## src/rtl/stream_mux_n_if.sv

```systemverilog
// Stream bundle between N producers, the multiplexer and one consumer.
// The multiplexer connects through the slave modport; the driving side uses master.
interface stream_mux_n_if #(
  parameter int WIDTH = 64,
  parameter int N     = 4,
  parameter int SELW  = $clog2(N)
);
  logic [N-1:0]       in_valid;
  logic [N*WIDTH-1:0] in_data;
  logic [N-1:0]       in_ready;
  logic [SELW-1:0]    sel;
  logic               out_valid;
  logic [WIDTH-1:0]   out_data;
  logic [SELW-1:0]    out_ch;
  logic               out_ready;

  modport master (
    output in_valid, in_data, sel, out_ready,
    input  in_ready, out_valid, out_data, out_ch
  );

  modport slave (
    input  in_valid, in_data, sel, out_ready,
    output in_ready, out_valid, out_data, out_ch
  );
endinterface

```

## src/rtl/stream_mux_n.sv

```systemverilog
// N-channel registered stream multiplexer with external-select or round-robin
// arbitration feeding a single output register that sustains one word per cycle.
module stream_mux_n #(
  parameter int WIDTH = 64,
  parameter int N     = 4,
  parameter int MODE  = 1
) (
  input logic           clk,
  input logic           rst_n,
  stream_mux_n_if.slave bus
);

  localparam int SELW = $clog2(N);

  logic [SELW-1:0]  ptr;
  logic             out_valid_q;
  logic [WIDTH-1:0] out_data_q;
  logic [SELW-1:0]  out_ch_q;

  logic [WIDTH-1:0] words [N];
  logic             rr_found;
  logic [SELW-1:0]  rr_idx;
  logic [SELW-1:0]  rr_cand;
  int               rr_pos;
  logic             sel_found;
  logic             grant_found;
  logic [SELW-1:0]  grant_idx;
  logic [WIDTH-1:0] grant_word;
  logic             space;
  logic             take;

  always_comb begin
    for (int i = 0; i < N; i++) begin
      words[i] = bus.in_data[i*WIDTH +: WIDTH];
    end
  end

  // Round-robin search starting at ptr and wrapping past N-1 back to 0.
  // NOTE: every always_comb output gets a default before any condition, so no latch is inferred.
  always_comb begin
    rr_found = 1'b0;
    rr_idx   = '0;
    rr_cand  = '0;
    rr_pos   = 0;
    for (int k = 0; k < N; k++) begin
      rr_pos = int'(ptr) + k;
      if (rr_pos >= N) rr_pos = rr_pos - N;
      rr_cand = SELW'(rr_pos);
      if (!rr_found && bus.in_valid[rr_cand]) begin
        rr_found = 1'b1;
        rr_idx   = rr_cand;
      end
    end
  end

  // An out-of-range select never grants, which matters only when N is not a power of two.
  always_comb begin
    sel_found = 1'b0;
    if (int'(bus.sel) < N) sel_found = bus.in_valid[bus.sel];
  end

  assign grant_found = (MODE == 1) ? rr_found : sel_found;
  assign grant_idx   = (MODE == 1) ? rr_idx   : bus.sel;
  assign grant_word  = words[grant_idx];

  assign space = !out_valid_q || bus.out_ready;
  assign take  = grant_found && space;

  // Ready depends only on the granted channel and output space; held low in reset.
  always_comb begin
    bus.in_ready = '0;
    if (rst_n && take) bus.in_ready[grant_idx] = 1'b1;
  end

  // NOTE: state registers use non-blocking assignments so all flops update together at the edge.
  always_ff @(posedge clk or negedge rst_n) begin
    if (!rst_n) begin
      out_valid_q <= 1'b0;
      out_data_q  <= '0;
      out_ch_q    <= '0;
      ptr         <= '0;
    end else if (take) begin
      out_valid_q <= 1'b1;
      out_data_q  <= grant_word;
      out_ch_q    <= grant_idx;
      if (MODE == 1) begin
        ptr <= (grant_idx == SELW'(N-1)) ? '0 : grant_idx + SELW'(1);
      end
    end else if (out_valid_q && bus.out_ready) begin
      out_valid_q <= 1'b0;
    end
  end

  assign bus.out_valid = out_valid_q;
  assign bus.out_data  = out_data_q;
  assign bus.out_ch    = out_ch_q;

  a_ready_onehot: assert property (@(posedge clk) disable iff (!rst_n)
    $onehot0(bus.in_ready));

  a_stall_hold: assert property (@(posedge clk) disable iff (!rst_n)
    (out_valid_q && !bus.out_ready) |=> (out_valid_q && $stable(out_data_q) && $stable(out_ch_q)));

endmodule

```

## src/flat_wrapper.sv

```systemverilog
// flat-port wrapper written by rule: the top's interface ports become plain ports
module stream_mux_n_flat 
#(
  parameter int WIDTH = 64,
  parameter int N     = 4,
  parameter int MODE  = 1
)
  (clk, rst_n, bus_in_valid, bus_in_data, bus_sel, bus_out_ready, bus_in_ready, bus_out_valid, bus_out_data, bus_out_ch);
  stream_mux_n_if #(.WIDTH(WIDTH), .N(N)) bus_i ();
  input logic clk;
  input logic rst_n;
  input wire logic [$bits(bus_i.in_valid)-1:0] bus_in_valid;
  input wire logic [$bits(bus_i.in_data)-1:0] bus_in_data;
  input wire logic [$bits(bus_i.sel)-1:0] bus_sel;
  input wire logic [$bits(bus_i.out_ready)-1:0] bus_out_ready;
  output wire logic [$bits(bus_i.in_ready)-1:0] bus_in_ready;
  output wire logic [$bits(bus_i.out_valid)-1:0] bus_out_valid;
  output wire logic [$bits(bus_i.out_data)-1:0] bus_out_data;
  output wire logic [$bits(bus_i.out_ch)-1:0] bus_out_ch;
  assign bus_i.in_valid = bus_in_valid;
  assign bus_i.in_data = bus_in_data;
  assign bus_i.sel = bus_sel;
  assign bus_i.out_ready = bus_out_ready;
  assign bus_in_ready = bus_i.in_ready;
  assign bus_out_valid = bus_i.out_valid;
  assign bus_out_data = bus_i.out_data;
  assign bus_out_ch = bus_i.out_ch;
  stream_mux_n #(.WIDTH(WIDTH), .N(N), .MODE(MODE)) u_core (.clk(clk), .rst_n(rst_n), .bus(bus_i));
endmodule
```

## config.mk

```make
export PLATFORM = sky130hd
export DESIGN_NAME = stream_mux_n_flat
export DESIGN_NICKNAME = d
export VERILOG_FILES = /design/src/rtl/stream_mux_n_if.sv /design/src/rtl/stream_mux_n.sv /design/src/flat_wrapper.sv
export SDC_FILE = /design/constraint.sdc
export NUM_CORES = 1
export LEC_CHECK = 0
export CAP_MARGIN = 20
export CORE_MARGIN = 10
export CORE_UTILIZATION = 30
export CTS_BUF_LIST = sky130_fd_sc_hd__clkbuf_16
export CTS_CLUSTER_SIZE = 20
export DETAILED_ROUTE_END_ITERATION = 7
export PLACE_DENSITY = 0.75
export SLEW_MARGIN = 20
export SYNTH_ARGS = -nofsm -noshare
export SYNTH_HDL_FRONTEND = slang
export SYNTH_SLANG_ARGS = --single-unit
```

## constraint.sdc

```tcl
create_clock -name clk -period 1.8 [get_ports clk]
set_clock_uncertainty 0.05 [all_clocks]
set_input_delay 0.27 -clock clk [delete_from_list [all_inputs] [get_ports clk]]
set_output_delay 0.27 -clock clk [all_outputs]
set_load 0.05 [all_outputs]
```

After elaboration in Yosys (flattened, before gate mapping)
Cells that the tools add are included.
{"block": "classes", "addsub": 8, "magnitude_cmp": 11, "eq_ne": 1, "muxes": 29, "bitwise": 1, "reduce_logical": 13}
{"cell": "binary-select mux 64 bit (select 2 bit)", "n": 1}
{"cell": "two-way mux 64 bit", "n": 2}
{"cell": "two-way mux 2 bit", "n": 9}
{"cell": "less-than comparator 2 x 3 -> 1 bit, second input constant", "n": 5}
{"cell": "greater-or-equal comparator 3 bit, second input constant", "n": 4}
{"cell": "two-way mux 1 bit", "n": 11}
{"cell": "binary-select mux 1 bit (select 2 bit)", "n": 4}
{"cell": "subtractor 2 x 1 -> 2 bit, second input constant", "n": 4}
{"cell": "logical AND 1 bit", "n": 7}
{"cell": "adder 2 x 2 -> 3 bit, second input constant", "n": 2}
{"cell": "zero test 1 bit", "n": 4}
{"cell": "two-way mux 4 bit", "n": 1}
{"cell": "adder 2 x 1 -> 3 bit, second input constant", "n": 1}
{"cell": "greater-or-equal comparator 2 x 3 -> 1 bit, second input constant", "n": 1}
{"cell": "NOT 2 -> 3 bit", "n": 1}
{"cell": "adder 2 x 1 -> 2 bit, second input constant", "n": 1}
{"cell": "demux 1 bit (select 2 bit)", "n": 1}
{"cell": "equality test 2 bit, second input constant", "n": 1}
{"cell": "greater-or-equal comparator 2 x 1 -> 1 bit, second input constant", "n": 1}
{"cell": "nonzero test 2 bit", "n": 1}
{"cell": "logical OR 1 bit", "n": 1}
{"block": "word_totals", "regBits": 69, "input_bits": 265, "out_inout_bits": 71, "wordCells": 67}

Depth between registers and ports, before layout
Gate-level depths: netlist (run 1).
{"block": "logic_depth", "ltp_word": 19, "depth_mapped": 8}

Worst setup path after synthesis (run 1)
Ideal clock, no wire load.
{"block": "synth_timing", "path_type": "reg2out", "start": "register u_core.ptr[0]", "end": "output port bus_in_ready[0]", "t_arrival_ns": 1.755, "required_time_ns": 1.480, "path_slack_ns": -0.275, "path_stages_with_launch": 6, "path_cell_list": "dfrtp_1 > nand2b_1 > a211o_1 > nand3_2 > clkbuf_1 > and3_1"}
{"block": "synth_between", "elab_chain_len": 19, "word_cells_on_any_way": 45, "cone_classes": "add/sub (7); order compare (6); mux (23); reduce/logical (9)"}
{"element": "start, declared", "line_no": "stream_mux_n.sv:15", "text": "logic [SELW-1:0] ptr;"}
{"element": "start signal, assigned", "line_no": "stream_mux_n.sv:87", "text": "ptr <= (grant_idx == SELW'(N-1)) ? '0 : grant_idx + SELW'(1);"}
{"element": "parallel branches: the longest is 18 deep, another holds adder 2 x 1 -> 3 bit"}
{"element": "two-way mux 4 bit (*)", "line_no": "stream_mux_n.sv:72", "text": "if (rst_n && take) bus.in_ready[grant_idx] = 1'b1;"}
{"element": "end, declared", "line_no": "flat_wrapper.sv:16", "text": "output wire logic [$bits(bus_i.in_ready)-1:0] bus_in_ready;"}
Every way passes the cells marked *. The select of a mux whose other input is x is not followed.

Worst setup path in the final report (run 1)
Same ends and word-level chain as after synthesis.

==> results.tsv, run 1 <==
metric	value	unit
Die ar.	20600	um2
CP Buf/Inv Count	2	
Detailed Route Iter0 Violations	386	
pre-CTS WS	-404	ps
Power, Total	9.09	mW
Critical Path Source Type	register	
Cell Chain, Critical Path	inv_2, or3_1, nand3_4, and3_4, buf_8	
initial antenna violation count	2	
RSZ-0062 raised after global routing	true	
root buf cell	clkbuf_16	
outcome	complete, but fails checks	
Reg clk slew, reported paths	60	ps
Starting Density	0.303	
proportion of layout cells with a drive suffix above 1	0.307	
first-pass GRT wire length	35.6	mm
routed vias/inst	5.60	
largest net degree at the start of global routing	65	
Die W	144	um
final wirelength	28.1	mm
Synth area leaders	dfrtp_1, a21boi_1, a22oi_1	
critical setup path kind	reg -> out	
Hold Crit Class	in -> async	
Cell Area, Synth	4580	um2
Clock Latency Late Sink	330	ps
asr flop ratio synth	1.00	
fmax	498	MHz
Seq cells post-synth	69	
EDFF count, synth	0	
final period utilization	1.12	
gr ovfl total	0	
violated checks	setup timing	
antenna-violating nets left	0	
critical path's largest stage delay	410	ps
Layout Cell Area excl Fill	9650	um2
Ys Warns	0	
TritonCTS clock tree	done	
peak supply drop	0.473	mV
vias in the first global route	5963	
Crit path max-delay family	simple AND/OR/NAND/NOR gates	
Post-Syn Nets	828	
Nets	1188	
Cells after Synth	563	
WL/cell	25.2	um
Slew Limit Fails	0	
vias post-DR	6248	
Util after Layout	0.640	
TritonCTS Buffers	9	
placed standard-cell area	8280	um2
PortBufs	333	
die height	144	um
min Tclk post-route	2010	ps
total of max-cap violations	0	
I/O pins	336	
top-area cell type share of the netlist area	0.377	
Core ar.	15100	um2
count of cell types in the netlist	30	
# setup viols final	64	
area added between synthesis and finish	111	%
CP max-delay cell	or3_1	
PwrDens	942	nW/um2
Placer Congestion	0.867	
drc violations	0	
clock tree sinks	69	
worst-margin pin slew	571	ps
cell taking the most area after synthesis	dfrtp_1	
most frequent cells after synthesis	and3_1, dfrtp_1, nor2_1	
H-tree Lvls	3	
GRT Total Usage	0.226	
FP Rows	45	
top-count cell post-synth	and3_1	
Slew Limit Headroom	0.618	
drt first pass iters	4	
CP Data Required Time	1480	ps
CP arrival	1690	ps
Final Hold Fails	0	
dpl hpwl	17.7	mm
element type at the critical path end	primary output	
final setup margin	-210	ps
Leakage	3.93	nW
CP max FO	6	
ys flop type	dfrtp_1	
Seq/Total Area, Yosys	0.377	
syn avg cell area	8.13	um2
Max Root-Sink Buffers	2	
Hold Slack	285	ps
==> stage by stage <==
step	TNS (ps)	std cells
after detailed placement	-25470	1064
after global routing	-10650	1116
after CTS	-4070	1093
after global placement	-24220	1064
after floorplan	0	563
final	-5420	1116
==> flip-flops by register name, summed over array words and instances, names as in the netlist <==
signal	count
u_core.bus.out_data	64
u_core.bus.out_ch	2
u_core.ptr	2
u_core.bus.out_valid	1
==> worst reg2reg max path, cell delays in order, from the launching register on <==
cell	delay, ps
dfrtp_2	400
buf_4	170
a211oi_2	70
o31a_2	360
buf_4	190
bufbuf_16	300
a22oi_1	180
a31oi_1	110
==> cell families after synthesis <==
family | after synthesis | share of synthesized area
flip-flops | 69 | 0.377
buffers and inverters | 70 | 0.0634
AO/OA/AOI/OAI | 271 | 0.390
AND/OR/NAND/NOR | 153 | 0.169
==> path summary, 6_finish.rpt <==
path / start / to / slack (ps) / depth (start not counted)
worst max-delay path: u_core.ptr[0] / bus_in_ready[0] / -210 / 5
worst min-delay path: rst_n / u_core.bus.out_data[1] / 290 / 2
worst max register to register: u_core.ptr[0] / u_core.bus.out_data[51] / -160 / 7
worst min register to register: u_core.bus.out_data[10] / u_core.bus.out_data[10] / 500 / 2
max in group asynchronous: rst_n / u_core.bus.out_data[55] / 790 / 3
min in group clk: bus_in_valid[3] / u_core.bus.out_valid / 490 / 4
==> final cells by class <==
type / count / area (um2)
fill: 1277 / 5440
timing repair buffer: 411 / 4240
multi-input combinational: 427 / 3180
sequential: 69 / 1730
tap: 188 / 235
clock buffer: 9 / 225
clock inverter: 6 / 22.5
inverter: 5 / 18.8
antenna: 1 / 2.50
==> repair_timing <==
action	4_1_cts	5_1_grt
setup buffers	9	5
endpoints found under the setup margin	63	68
gates resized for setup	31	115
endpoints found under the hold margin	6	0
hold buffers	1	0
pin swaps	8	84
cloned	4	18
==> power breakdown <==
group,total [mW],leakage (nW),internal (mW),switching [mW]
Clock,1.57,0.124,0.896,0.669
Sequential,2.13,0.787,1.91,0.215
Combinational,5.39,3.02,2.26,3.13
==> layer usage <==
layer	vias up	GRT usage	wire length, um
met4	0	0.0650	885
met5	-	0	0
met2	362	0.390	13600
li1	2867	-	-
met1	2964	0.244	10400
met3	55	0.0993	3290
==> placed cells by master, fill, tap and decap left out, types with 2 or more instances in the layout <==
cell type | synthesis | routed
a21boi_1 | 64 | 40
a21boi_2 | 0 | 22
a21boi_4 | 0 | 2
a21oi_4 | 0 | 2
a221o_2 | 0 | 3
a22oi_1 | 64 | 49
a22oi_2 | 0 | 15
a31oi_1 | 64 | 64
and3_1 | 70 | 32
and3_4 | 0 | 37
buf_12 | 0 | 15
buf_16 | 0 | 4
buf_4 | 2 | 104
buf_6 | 0 | 15
buf_8 | 0 | 2
clkbuf_16 | 0 | 17
clkdlybuf4s50_1 | 0 | 257
clkinv_1 | 0 | 5
dfrtp_1 | 69 | 68
dlygate4sd2_1 | 0 | 3
inv_1 | 4 | 5
nand2_1 | 6 | 5
nand3_1 | 2 | 2
nor2_1 | 67 | 67
o21ai_0 | 4 | 4
o21ai_1 | 64 | 31
o21ai_2 | 0 | 32
(Power assumes the default switching activity.)
==> inputs of run 2 (changes only) <==
--- a/config.mk
+++ b/config.mk
@@ -5,6 +5,7 @@
 export SDC_FILE = /design/constraint.sdc
 export NUM_CORES = 1
 export LEC_CHECK = 0
+export ABC_AREA = 0
 export CAP_MARGIN = 20
 export CORE_MARGIN = 10
 export CORE_UTILIZATION = 30
==> results of run 2 <==
Same layout as run 1: the final DEF is identical, and so are final timing and power.
